[src/rtl/dp_sched_pkg.sv]
// Shared types and helpers for the dot product job scheduler.
package dp_sched_pkg;

  localparam int NO_OF_UNITS = 8;

  typedef enum logic [2:0] {
    S_IDLE, S_ARB, S_CLR, S_ISSUE, S_WAIT, S_DONE
  } state_t;

  // Number of engine chunks needed to cover len elements (rounded up).
  function automatic logic [31:0] chunk_count(input logic [31:0] len, input int units);
    return (len + 32'(units) - 32'd1) / 32'(units);
  endfunction

endpackage

[src/rtl/dp_sched_rr_arbiter.sv]
// Two-way round-robin arbiter: combinational grant, pointer advances past the winner.
module dp_sched_rr_arbiter (
  input  logic       clk,
  input  logic       reset,
  input  logic [1:0] req,
  input  logic       advance,
  output logic       gnt_any,
  output logic       gnt_idx
);

  logic ptr;

  assign gnt_any = |req;
  assign gnt_idx = req[ptr] ? ptr : ~ptr;

  always_ff @(posedge clk or negedge reset) begin
    if (!reset)       ptr <= 1'b0;
    else if (advance) ptr <= ~gnt_idx;
  end

endmodule

[src/rtl/dot_product_job_scheduler.sv]
// Shares one dot product engine between two requesters: arbitrate, clear, stream chunks, return result.
// Define DP_SCHED_TIMEOUT_EN to add a WAIT-state watchdog and the rsp_err output.
module dot_product_job_scheduler
  import dp_sched_pkg::*;
#(
  parameter int NO_OF_UNITS   = dp_sched_pkg::NO_OF_UNITS,
  parameter int ELEMENT_WIDTH = 32,
  parameter int ADDR_W        = 16,
  parameter int LEN_W         = 16,
  parameter int ISSUE_GAP     = 2,
  parameter int RD_LAT        = 1
`ifdef DP_SCHED_TIMEOUT_EN
  , parameter int TIMEOUT_CYC = 1024
`endif
) (
  input  logic                     clk,
  input  logic                     reset,
  input  logic [1:0]               req_valid,
  input  logic [LEN_W-1:0]         req_len_0,
  input  logic [LEN_W-1:0]         req_len_1,
  input  logic [ADDR_W-1:0]        req_base_0,
  input  logic [ADDR_W-1:0]        req_base_1,
  output logic [1:0]               req_ready,
  output logic                     rsp_valid,
  input  logic                     rsp_ready,
  output logic                     rsp_id,
  output logic [ELEMENT_WIDTH-1:0] rsp_data,
`ifdef DP_SCHED_TIMEOUT_EN
  output logic                     rsp_err,
`endif
  output logic                     chunk_rd_en,
  output logic [ADDR_W-1:0]        chunk_rd_addr,
  output logic                     dp_reset,
  output logic [31:0]              dp_total,
  output logic                     dp_read_now,
  input  logic                     dp_finish,
  input  logic [ELEMENT_WIDTH-1:0] dp_result
);

  localparam int GAP_W = (ISSUE_GAP > 1) ? $clog2(ISSUE_GAP) : 1;

  state_t            state, state_nxt;
  logic              gnt_any, gnt_idx, grant;
  logic [LEN_W-1:0]  len_sel, n_sel, n_q, k_q;
  logic [GAP_W-1:0]  gap_q;
  logic [ADDR_W-1:0] addr_q;
  logic [RD_LAT-1:0] vld_pipe;
  logic              issue, timeout, err_pulse;

  assign grant   = (state == S_ARB) && gnt_any;
  assign len_sel = gnt_idx ? req_len_1 : req_len_0;
  assign n_sel   = LEN_W'(chunk_count(32'(len_sel), NO_OF_UNITS));
  assign issue   = (state == S_ISSUE) && (gap_q == '0);

  dp_sched_rr_arbiter u_arb (
    .clk     (clk),
    .reset   (reset),
    .req     (req_valid),
    .advance (grant),
    .gnt_any (gnt_any),
    .gnt_idx (gnt_idx)
  );

`ifdef DP_SCHED_TIMEOUT_EN
  localparam int WAIT_W = (TIMEOUT_CYC > 1) ? $clog2(TIMEOUT_CYC) : 1;
  logic [WAIT_W-1:0] wait_cnt;

  assign timeout = (state == S_WAIT) && !dp_finish && (wait_cnt == WAIT_W'(TIMEOUT_CYC - 1));

  always_ff @(posedge clk or negedge reset) begin
    if (!reset) begin
      wait_cnt  <= '0;
      err_pulse <= 1'b0;
      rsp_err   <= 1'b0;
    end else begin
      wait_cnt  <= (state == S_WAIT) ? wait_cnt + WAIT_W'(1) : '0;
      err_pulse <= timeout;
      if (grant)        rsp_err <= 1'b0;
      else if (timeout) rsp_err <= 1'b1;
    end
  end
`else
  assign timeout   = 1'b0;
  assign err_pulse = 1'b0;
`endif

  always_ff @(posedge clk or negedge reset) begin
    if (!reset) state <= S_IDLE;
    else        state <= state_nxt;
  end

  always_comb begin
    state_nxt = state;
    case (state)
      S_IDLE:  if (|req_valid) state_nxt = S_ARB;
      S_ARB:   if (!gnt_any) state_nxt = S_IDLE;
               else if (n_sel == '0) state_nxt = S_DONE;
               else state_nxt = S_CLR;
      S_CLR:   state_nxt = S_ISSUE;
      S_ISSUE: if (issue && (k_q == n_q - LEN_W'(1))) state_nxt = S_WAIT;
      S_WAIT:  if (dp_finish || timeout) state_nxt = S_DONE;
      S_DONE:  if (rsp_ready) state_nxt = S_IDLE;
      default: state_nxt = S_IDLE;
    endcase
  end

  // Engine stays in reset whenever it is not streaming or computing; a zero-length
  // job never releases it, and a timeout re-asserts it on the first DONE cycle.
  always_comb begin
    req_ready = '0;
    if (grant) req_ready[gnt_idx] = 1'b1;
    rsp_valid     = (state == S_DONE);
    chunk_rd_en   = issue;
    chunk_rd_addr = addr_q;
    dp_read_now   = vld_pipe[RD_LAT-1];
    case (state)
      S_ISSUE, S_WAIT: dp_reset = 1'b0;
      S_DONE:          dp_reset = (n_q == '0) || err_pulse;
      default:         dp_reset = 1'b1;
    endcase
  end

  always_ff @(posedge clk or negedge reset) begin
    if (!reset) begin
      n_q      <= '0;
      k_q      <= '0;
      gap_q    <= '0;
      addr_q   <= '0;
      vld_pipe <= '0;
      rsp_id   <= 1'b0;
      rsp_data <= '0;
      dp_total <= '0;
    end else begin
      vld_pipe <= (vld_pipe << 1) | RD_LAT'(issue);
      case (state)
        S_ARB: if (gnt_any) begin
          n_q      <= n_sel;
          k_q      <= '0;
          gap_q    <= '0;
          addr_q   <= gnt_idx ? req_base_1 : req_base_0;
          rsp_id   <= gnt_idx;
          rsp_data <= '0;
          dp_total <= 32'(n_sel) * 32'(NO_OF_UNITS);
        end
        S_ISSUE: begin
          gap_q <= (gap_q == GAP_W'(ISSUE_GAP - 1)) ? '0 : gap_q + GAP_W'(1);
          if (issue) begin
            addr_q <= addr_q + ADDR_W'(1);
            k_q    <= k_q + LEN_W'(1);
          end
        end
        S_WAIT: if (dp_finish) rsp_data <= dp_result;
        default: ;
      endcase
    end
  end

endmodule
[config.mk]
export PLATFORM = sky130hd
export DESIGN_NAME = dot_product_job_scheduler
export DESIGN_NICKNAME = d
export VERILOG_FILES = /design/src/rtl/dp_sched_pkg.sv /design/src/rtl/dp_sched_rr_arbiter.sv /design/src/rtl/dot_product_job_scheduler.sv
export SDC_FILE = /design/constraint.sdc
export NUM_CORES = 1
export LEC_CHECK = 0
export ABC_AREA = 0
export BUFFER_PORTS_ARGS = -buffer_cell sky130_fd_sc_hd__buf_2
export CAP_MARGIN = 25
export CORE_AREA = 2 2 108 110
export CTS_CLUSTER_SIZE = 16
export DETAILED_ROUTE_END_ITERATION = 7
export DIE_AREA = 0 0 110 112
export PLACE_DENSITY = 0.81
export SLEW_MARGIN = 0
export SYNTH_ARGS = -nofsm -noshare
export SYNTH_HDL_FRONTEND = slang
export SYNTH_SLANG_ARGS = --single-unit
export TNS_END_PERCENT = 1
[constraint.sdc]
create_clock -name clk -period 3.7 [get_ports clk]
set_input_delay 0.74 -clock clk [delete_from_list [all_inputs] [get_ports clk]]
set_output_delay 0.74 -clock clk [all_outputs]
set_load 0.01 [all_outputs]
==> metrics.yaml, run 1 <==
pwr:
  p_leak_nw: 3.31
  ir_worst_vdd_v: 0.000368
  powerDensity_nw_per_um2: 677
routing:
  ant_nets: 0
  viasPerCell: 5.61
  firstDrtPassIters: 5
  num_vias: 5344
  post-route-drc-count: 0
  wl_per_cell_um: 15.6
  drt_iter0_drc: 417
  drt_wl_total_um: 14900
sta:
  max_freq_ghz: 0.296
  skew_ns: 0.00686
  setup_viol: 0
  rsz0062_at_grt: "false"
  relSlewSlack: 0.403
  fin_crit_ns: 3.38
  hold_violations: 0
  finalMaxSlewViolations: 0
  worst_slew_pin_slew_ns: 0.895
  fin_crit_sh: 0.914
  tns_ns: 0
clock_tree:
  ctsResizeCount: 0
  post-cts-setup-buffers: 0
  h-tree-depth: 3
  cts_hold_buf: 0
  clkTransAtPathRegs_ns: 0.06
  root_buffer: "clkbuf_16"
  cts_made_buffers: 9
  cts_buffer_depth: 2
  cts.sinks: 85
  insertion_delay_ns: 0.34
  cts_tree: "built"
place:
  numPortBuffers: 170
  gp_congestion: 0.937
  hpwl_um: 11000
setup_path:
  worstReg2RegStart: "n_q[0]"
  cp_slowest_cell: "or4b_1"
  crit_path_end_kind: "output port"
  critPathKind: "reg -> out"
  start_kind: "flip-flop"
  r2r-end: "state[1]"
  crit_chain: "inv_1 > ha_1 > or4b_1 > nor4_1 > nand2_1 > a21oi_1 > buf_2"
  regToRegSetupSlack_ns: 0.81
  worstRegToRegCells: 9
  crit_fanout: 10
  cp.arrival_ns: 2.64
  cp.required_ns: 2.96
  max_stage_delay_ns: 0.57
final_layout:
  seq_area_um2: 2130
  n_antenna_cell: 0
  fillers: 1048
  drive_gt1_frac: 0.258
  finish.net_count: 911
  final_util: 0.591
  multiInputGateArea_um2: 3030
  synthToLayoutAreaGrowth_pct: 21.7
worst_hold_path:
  hp-start: "rsp_id"
  min_path_cells: 1
  hold_class: "reg -> reg"
  hold_path_end: "rsp_id"
logic_synthesis:
  ys.flop_type: "dfrtp_1"
  yosysSeqAreaShare: 0.392
  synth_top_area_frac: 0.392
  avgSynthCellArea_um2: 8.25
  yosysWarnings: 0
  synth_edf_count: 0
  synth_area_leaders: "dfrtp_1 39%, nand2_1 9.0%, nand3_1 4.9%"
  synthArstFlopShare: 1.00
  yosysUniqueCellTypes: 67
  synthCells: 657
  synth_top_area_cell: "dfrtp_1"
  netlist_area_um2: 5420
  ys_ff_latch: 85
die:
  row_count: 39
  floorplan.initialDensity: 0.485
  die_h_um: 112
  die_w_um: 110
  dieArea_um2: 12300
  core_area_um2: 11200
  io_pins: 189
global_route:
  grt_overflow_total: 0
  antenna_found_initial: 0
  grt_max_degree: 74
  grt_usage: 0.250
  grt_pass1_vias: 4925
  grt_pass1_wl_um: 24500
outcome:
  status: "completed"
run:
  drv_cap: 0
## layout by cell type, fill, tap and decap left out, types with 3 or more instances in the layout
cell type	synthesis	final
dfrtp_1	85	85
o22a_1	8	8
a21oi_1	30	30
a32oi_1	6	6
nor3b_1	3	3
nor2_1	47	47
nor2b_1	4	4
a31oi_1	4	4
nand2_1	130	130
and4_1	5	5
o21ai_0	24	24
nor4_1	15	15
or2_2	4	4
mux2i_1	20	20
nor3_1	9	8
inv_1	7	7
and3b_1	3	3
o311ai_0	3	3
buf_4	18	10
xnor2_1	24	24
xor2_1	16	16
ha_1	3	3
clkbuf_16	0	9
nand4_1	13	13
nand3b_1	3	3
and3_1	11	11
or3_1	6	6
nand3_1	53	53
buf_2	3	169
o211ai_1	4	4
or4_1	5	5
and2_1	4	4
nand2b_1	7	7
o22ai_1	4	4
nor4b_1	3	3
conb_1	1	18
## flip-flops by register name, summed over array words and instances (netlist names)
name,count
chunk_rd_addr,16
dp_read_now,1
n_q,14
rsp_id,1
k_q,16
gap_q,1
state,3
u_arb.ptr,1
rsp_data,32
## layout make-up
class,instances,share of cell area
well taps,143,0.0271
clock inverters,5,0.00910
flip-flops and latches,85,0.322
inverters,8,0.00455
clock buffers,10,0.0347
multi-input cells,522,0.458
repair buffers,180,0.144
## stage by stage
step | instance area [µm²] | power [W] | cells | hold WS (ns) | setup slack, ns
2_1_floorplan | 5490 | 0.00291 | 674 | 0.444 | 0.952
3_3_place_gp | 6280 | 0.00351 | 937 | 0.460 | 0.743
3_5_place_dp | 6280 | 0.00355 | 937 | 0.470 | 0.662
4_1_cts | 6570 | 0.00446 | 952 | 0.483 | 0.332
5_1_grt | 6600 | 0.00478 | 953 | 0.504 | 0.163
6_report | 6600 | 0.00447 | 953 | 0.476 | 0.319
## worst max-delay path by stage
stage                  from  endpoint  cells past startpoint
3_3_place_gp   req_len_1[2]  state[0]                      8
4_1_cts              n_q[0]  dp_reset                      7
6_report             n_q[0]  dp_reset                      7
3_5_place_dp   req_len_1[2]  state[0]                      8
5_1_grt              n_q[0]  dp_reset                      7
2_1_floorplan        n_q[0]  dp_reset                      8
## synthesized netlist by cell type, drive strengths merged (15+ instances only)
cell    instances
mux2i          20
xor2           16
clkbuf         32
dfrtp          85
nand3          53
xnor2          24
nor4           15
nand2         130
o21ai          25
nor2           48
buf            27
a21oi          30
## worst max-delay path: cells and delay by family, from the launching register on
family	cells	cell delay, ns
buffers and inverters	2	0.25
and+or+nand+nor	3	1.18
AOI/OAI and AO/OA	1	0.16
DFF	1	0.47
adders and majority gates	1	0.24
## metal layers
| layer | wire length [µm] | share of wire | up-vias | global-route usage |
|---|---|---|---|---|
| met5 | 0 | 0 | - | 0 |
| met4 | 314 | 0.021 | 0 | 0.0869 |
| met3 | 1050 | 0.070 | 24 | 0.0480 |
| met2 | 7240 | 0.49 | 209 | 0.406 |
| met1 | 6300 | 0.42 | 2524 | 0.333 |
| li1 | - | - | 2587 | - |
## where the power goes
| group | switching [W] | internal (W) |
|---|---|---|
| registers | 0.000363 | 0.00118 |
| clock network | 0.000377 | 0.000522 |
| logic | 0.00120 | 0.000826 |
## logic make-up after synthesis
logic type	count (synthesis)	synth area share
simple gates	333	0.300
flops	85	0.392
mux	21	0.0390
xor+xnor	40	0.0646
compound gates	107	0.134
other cells	1	0.000692
buf+inv	67	0.0625
fa+ha+maj	3	0.00692
(Power assumes the default switching activity.)
==> run 2, diff against run 1 <==
--- a/config.mk
+++ b/config.mk
@@ -9,11 +9,11 @@
 export BUFFER_PORTS_ARGS = -buffer_cell sky130_fd_sc_hd__buf_2
 export CAP_MARGIN = 25
 export CORE_AREA = 2 2 108 110
+export CTS_BUF_LIST = sky130_fd_sc_hd__clkbuf_8
 export CTS_CLUSTER_SIZE = 16
 export DETAILED_ROUTE_END_ITERATION = 7
 export DIE_AREA = 0 0 110 112
-export PLACE_DENSITY = 0.81
-export SLEW_MARGIN = 0
+export PLACE_DENSITY = 0.74
 export SYNTH_ARGS = -nofsm -noshare
 export SYNTH_HDL_FRONTEND = slang
 export SYNTH_SLANG_ARGS = --single-unit
==> run 2 against run 1 <==
Net effect: worst hold slack worse by 0.026 ns; clock power down 14%; via count down 0.45%; clock skew rose by 0.0071 ns; fmax is 3.7% lower; power decreased by 3.3%; die area did not move; combinational power about the same; clock-buffer cell count is the same; non-clock buffer count up 1.
==> metrics.yaml, run 2 (synthesis gave the netlist of run 1 again) <==
outcome:
  status: "completed"
clock_tree:
  root_buffer: "clkbuf_8"
  clkTransAtPathRegs_ns: 0.09  # +0.03 ns
  post-cts-setup-buffers: 0  # unchanged
  ctsResizeCount: 0  # unchanged
  cts_buffer_depth: 2  # unchanged
  cts_tree: "built"
  cts.sinks: 85  # unchanged
  insertion_delay_ns: 0.38  # +0.04 ns
  cts_hold_buf: 0  # unchanged
  h-tree-depth: 3  # unchanged
  cts_made_buffers: 9  # unchanged
final_layout:
  final_common_cell: "buf_2"
  top_register: "rsp_data"
  final_cells: 955  # +0.21%
  final_cell_mix: "169 x buf_2, 130 x nand2_1, 85 x dfrtp_1, 53 x nand3_1, 47 x nor2_1"
  synthToLayoutAreaGrowth_pct: 20.8
  n_antenna_cell: 0  # unchanged
  finish.net_count: 912  # +0.11%
  largest_register_ffs: 32  # unchanged
  drive_gt1_frac: 0.261  # +0.00306
global_route:
  grt_pass1_wl_um: 25000  # +2.1%
  grt_overflow_total: 0  # unchanged
  antenna_found_initial: 0  # unchanged
  grt_usage: 0.258  # +0.00715
  grt_max_degree: 64  # -14%
  grt_pass1_vias: 5081  # +3.2%
die:
  core_area_um2: 11200  # unchanged
  io_pins: 189  # unchanged
  floorplan.initialDensity: 0.485  # unchanged
  die_w_um: 110  # unchanged
  die_h_um: 112  # unchanged
  dieArea_um2: 12300  # unchanged
  row_count: 39  # unchanged
setup_path:
  critPathKind: "reg -> out"
  cp.arrival_ns: 2.77  # +0.13 ns
  crit_chain: "inv_1 > ha_1 > or4b_1 > nor4_1 > nand2_1 > a21oi_1 > buf_2"
  worstRegToRegCells: 9  # unchanged
  crit_fanout: 8  # -2
  cp_slowest_cell: "or4b_1"
  crit_path_end_kind: "output port"
  cp.required_ns: 2.96  # about the same
  max_stage_delay_ns: 0.57  # about the same
  start_kind: "flip-flop"
routing:
  post-route-drc-count: 0  # unchanged
  num_vias: 5320  # -0.45%
  firstDrtPassIters: 6  # +1
  drt_iter0_drc: 412  # -1.2%
  viasPerCell: 5.57  # -0.66%
  ant_nets: 0  # unchanged
  drt_wl_total_um: 15400  # +3.5%
  wl_per_cell_um: 16.2  # +3.3%
pwr:
  ir_worst_vdd_v: 0.000374  # +1.9%
  clock_power_share: 0.179  # -0.022
  switchingPower_w: 0.00191  # -1.3%
  p_seq_frac: 0.353  # +0.008
  swShare: 0.443  # +0.00875
  powerDensity_nw_per_um2: 660  # -2.5%
  p_int_w: 0.00241  # -4.8%
  combPwrFrac: 0.468  # +0.014
  p_leak_nw: 3.29  # -0.44%
sta:
  setup_ws_ns: 0.188  # -0.132 ns
  fin_crit_sh: 0.949  # +0.0355
  tns_ns: 0  # unchanged
  relSlewSlack: 0.449  # +0.0460
  hold_violations: 0  # unchanged
  max_freq_ghz: 0.285  # -3.7%
  rsz0062_at_grt: "false"
  worst_slew_pin_slew_ns: 0.826  # -0.0690 ns
  holdWs_ns: 0.450  # -0.0261 ns
  finalMaxSlewViolations: 0  # unchanged
  skew_ns: 0.0139  # +0.00709 ns
  fin_crit_ns: 3.51  # +0.132 ns
  setup_viol: 0  # unchanged
place:
  dp.cells: 938  # +0.11%
  pre_cts_ws_ns: 0.616  # -0.0462 ns
  hpwl_um: 11500  # +4.8%
  numPortBuffers: 170  # unchanged
  gp_congestion: 0.954  # +1.8%
worst_hold_path:
  hold_class: "in -> async"
run:
  drv_cap: 0  # unchanged
[run 2: cell type report]
cell class	count	area [µm²]
repair buffers	181	956
flip-flops and latches	85	2130
clock buffers	10	138
well taps	143	179
inverters	8	30.0
fillers	1038	4630
multi-input cells	522	3030
clock inverters	6	93.8
[run 2: routing by layer]
metal / global-route usage / vias up / share of wire
met4: 0.102 / 0 / 0.028
met5: 0 / - / 0
met3: 0.0515 / 31 / 0.050
li1: - / 2586 / -
met1: 0.326 / 2523 / 0.42
met2: 0.427 / 180 / 0.50
[run 2: worst max-delay path, delay by kind of cell (launching register included)]
family,cells,cell delay [ns]
AO/OA/AOI/OAI,1,0.18
adder cells (fa/ha/maj),1,0.24
buffers and inverters,2,0.28
flip-flops,1,0.47
AND/OR/NAND/NOR,3,1.23
[run 2: worst paths after layout]
path | slack [ns] | endpoint | from
setup / recovery | 0.19 | dp_reset | n_q[1]
hold / removal | 0.45 | k_q[4] | reset
setup reg to reg | 0.64 | state[0] | n_q[1]
hold reg to reg | 0.49 | rsp_id | rsp_id
max in group asynchronous | 2.55 | rsp_data[5] | reset
min in group clk | 0.49 | rsp_id | rsp_id
[run 2: power by group through the flow]
stage / Combinational [W] / Sequential, W / Clock (W)
floorplan: 0.00140 / 0.00151 / 0
global placement: 0.00197 / 0.00152 / 0
detailed placement: 0.00201 / 0.00154 / 0
CTS: 0.00202 / 0.00152 / 0.000787
global route: 0.00224 / 0.00158 / 0.000822
finish: 0.00202 / 0.00153 / 0.000772
[run 2: metrics by stage]
| stage | power (W) | instance area, µm² | utilization |
|---|---|---|---|
| 6_report | 0.00432 | 6550 | 0.586 |
| 5_1_grt | 0.00464 | 6550 | 0.586 |
| 4_1_cts | 0.00433 | 6520 | 0.584 |
| 3_5_place_dp | 0.00355 | 6290 | 0.563 |
| 3_3_place_gp | 0.00349 | 6290 | 0.563 |
| 2_1_floorplan | 0.00291 | 5490 | - |
==> run 3, diff against run 2 <==
--- a/config.mk
+++ b/config.mk
@@ -14,6 +14,7 @@
 export DETAILED_ROUTE_END_ITERATION = 7
 export DIE_AREA = 0 0 110 112
 export PLACE_DENSITY = 0.74
+export REMOVE_ABC_BUFFERS = 1
 export SYNTH_ARGS = -nofsm -noshare
 export SYNTH_HDL_FRONTEND = slang
 export SYNTH_SLANG_ARGS = --single-unit
==> run 3 against run 2 <==
Net effect: register-to-register slack gained 0.05 ns; via count up 2.0%; non-clock buffer count rose by 1; largest power group unchanged; sequential share of layout area shrank 0.18 points; die area did not move; sequential power is essentially flat; highest routed layer unchanged; clock skew rose by 0.0019 ns; critical endpoint unchanged; routed wire length is 1.3% lower; sequential cell count unchanged; combinational power barely moved; design area up 0.55%; critical path depth unchanged.
==> metrics.yaml, run 3 (synthesis gave the netlist of run 1 again) <==
clock_tree:
  cts_hold_buf: 0  # unchanged
  cts_made_buffers: 9  # unchanged
  cts_tree: "built"
  root_buffer: "clkbuf_8"
  cts.sinks: 85  # unchanged
  h-tree-depth: 3  # unchanged
  post-cts-setup-buffers: 0  # unchanged
  insertion_delay_ns: 0.36  # -0.02 ns
  clkTransAtPathRegs_ns: 0.09  # about the same
  cts_buffer_depth: 2  # unchanged
  ctsResizeCount: 0  # unchanged
setup_path:
  crit_fanout: 8  # unchanged
  cp_slowest_cell: "or4b_1"
  crit_chain: "inv_1 > ha_1 > or4b_1 > nor4_1 > nand2_1 > a21oi_1 > buf_2"
  max_stage_delay_ns: 0.58  # about the same
  start_kind: "flip-flop"
  critPathKind: "reg -> out"
  cp.arrival_ns: 2.74  # -0.03 ns
  crit_path_end_kind: "output port"
  cp.required_ns: 2.96  # about the same
place:
  hpwl_um: 11700  # +2.2%
  pre_cts_ws_ns: 0.649  # +0.0325 ns
  dp.cells: 939  # +0.11%
  gp_congestion: 0.913  # -4.2%
  numPortBuffers: 170  # unchanged
  postPlaceCellArea_um2: 6320  # +0.44%
final_layout:
  finish.net_count: 913  # +0.11%
  n_antenna_cell: 0  # unchanged
  fin_area_um2: 6590  # +0.55%
  final_cell_mix: "169 x buf_2, 130 x nand2_1, 85 x dfrtp_1, 53 x nand3_1, 47 x nor2_1"
  final_cells: 956  # +0.10%
  multiInputGateArea_um2: 3030  # unchanged
  seq_area_um2: 2130  # unchanged
  fillers: 1041  # +0.29%
  largest_register_ffs: 32  # unchanged
  top_register: "rsp_data"
  final_common_cell: "buf_2"
  drive_gt1_frac: 0.260  # -0.00155
  synthToLayoutAreaGrowth_pct: 21.4
global_route:
  grt_pass1_wl_um: 25300  # +1.0%
  grt_usage: 0.258  # about the same
  grt_max_degree: 64  # unchanged
  grt_pass1_vias: 5267  # +3.7%
  grt_use_met2: 0.407  # -0.0200
  top_usage_layer: "met2"
  antenna_found_initial: 0  # unchanged
  grt_use_met1: 0.346  # +0.0199
  grt_util_met3: 0.0521  # +0.000585
  grt_overflow_total: 0  # unchanged
sta:
  fin_crit_ns: 3.48  # -0.0349 ns
  holdWs_ns: 0.266  # -0.184 ns
  skew_ns: 0.0158  # +0.00188 ns
  tns_ns: 0  # unchanged
  hold_violations: 0  # unchanged
  finalMaxSlewViolations: 0  # unchanged
  max_freq_ghz: 0.288  # +1.0%
  rsz0062_at_grt: "false"
  worst_slew_pin_slew_ns: 0.617  # -0.209 ns
  setup_viol: 0  # unchanged
  setup_ws_ns: 0.223  # +0.0349 ns
  relSlewSlack: 0.587  # +0.138
  fin_crit_sh: 0.940  # -0.00943
routing:
  drt_wl_total_um: 15200  # -1.3%
  viasPerCell: 5.67  # +1.9%
  firstDrtPassIters: 5  # -1
  ant_nets: 0  # unchanged
  post-route-drc-count: 0  # unchanged
  drt_iter0_drc: 357  # -13%
  num_vias: 5425  # +2.0%
  wl_per_cell_um: 15.9  # -1.4%
pwr:
  p_leak_nw: 3.32  # +0.67%
  ir_worst_vdd_v: 0.000271  # -28%
  powerDensity_nw_per_um2: 658  # -0.28%
die:
  row_count: 39  # unchanged
  die_h_um: 112  # unchanged
  die_w_um: 110  # unchanged
  core_area_um2: 11200  # unchanged
  io_pins: 189  # unchanged
  dieArea_um2: 12300  # unchanged
  floorplan.initialDensity: 0.485  # unchanged
run:
  drv_cap: 0  # unchanged
outcome:
  status: "completed"
worst_hold_path:
  hold_class: "in -> async"
==> run 3: changes by cell type in the layout (fill, tap and decap cells not counted) <==
cell	previous run	this run
inv_1	7	9
buf_16	1	2
bufinv_16	2	3
clkinv_4	1	0
inv_6	1	0
inv_8	1	0
==> run 3: stage by stage <==
stage	util	power, W
after floorplan	-	0.00280
after global placement	0.563	0.00349
after detailed placement	0.565	0.00356
after CTS	0.587	0.00435
after global routing	0.589	0.00464
final	0.589	0.00433
==> run 3: cell type report <==
class,instances,share of cell area
clock buffer,10,0.0209
tap,143,0.0272
multi-input combinational,522,0.459
clock inverter,6,0.0156
inverter,8,0.00456
sequential,85,0.323
timing repair buffer,182,0.149
==> run 3: worst paths after layout <==
| path | start | slack [ns] | endpoint | cells after the start |
|---|---|---|---|---|
| worst min register to register | rsp_data[14] | 0.50 | rsp_data[14] | 2 |
| worst max-delay path | n_q[1] | 0.22 | dp_reset | 7 |
| min in group clk | rsp_data[14] | 0.50 | rsp_data[14] | 2 |
| worst max register to register | n_q[1] | 0.69 | state[0] | 9 |
| max in group asynchronous | reset | 2.81 | rsp_data[29] | 2 |
| worst min-delay path | reset | 0.27 | chunk_rd_addr[15] | 1 |
==> run 3: worst max-delay path: cells and delay by family (launching register included) <==
family,cells,cell delay (ns)
AOI/OAI and AO/OA,1,0.24
adders and majority gates,1,0.24
buffers and inverters,2,0.30
DFF,1,0.47
and+or+nand+nor,3,1.12
==> run 3: routing by layer <==
| metal | wire, µm | vias up |
|---|---|---|
| li1 | - | 2587 |
| met3 | 1110 | 28 |
| met5 | 0 | - |
| met4 | 330 | 0 |
| met1 | 6450 | 2599 |
| met2 | 7350 | 211 |
==> run 3: report_power, final <==
group | total, W | internal (W) | switching, W | leakage, nW
logic | 0.00201 | 0.000833 | 0.00118 | 2.09
clock network | 0.000783 | 0.000461 | 0.000321 | 0.129
registers | 0.00154 | 0.00118 | 0.000364 | 1.10
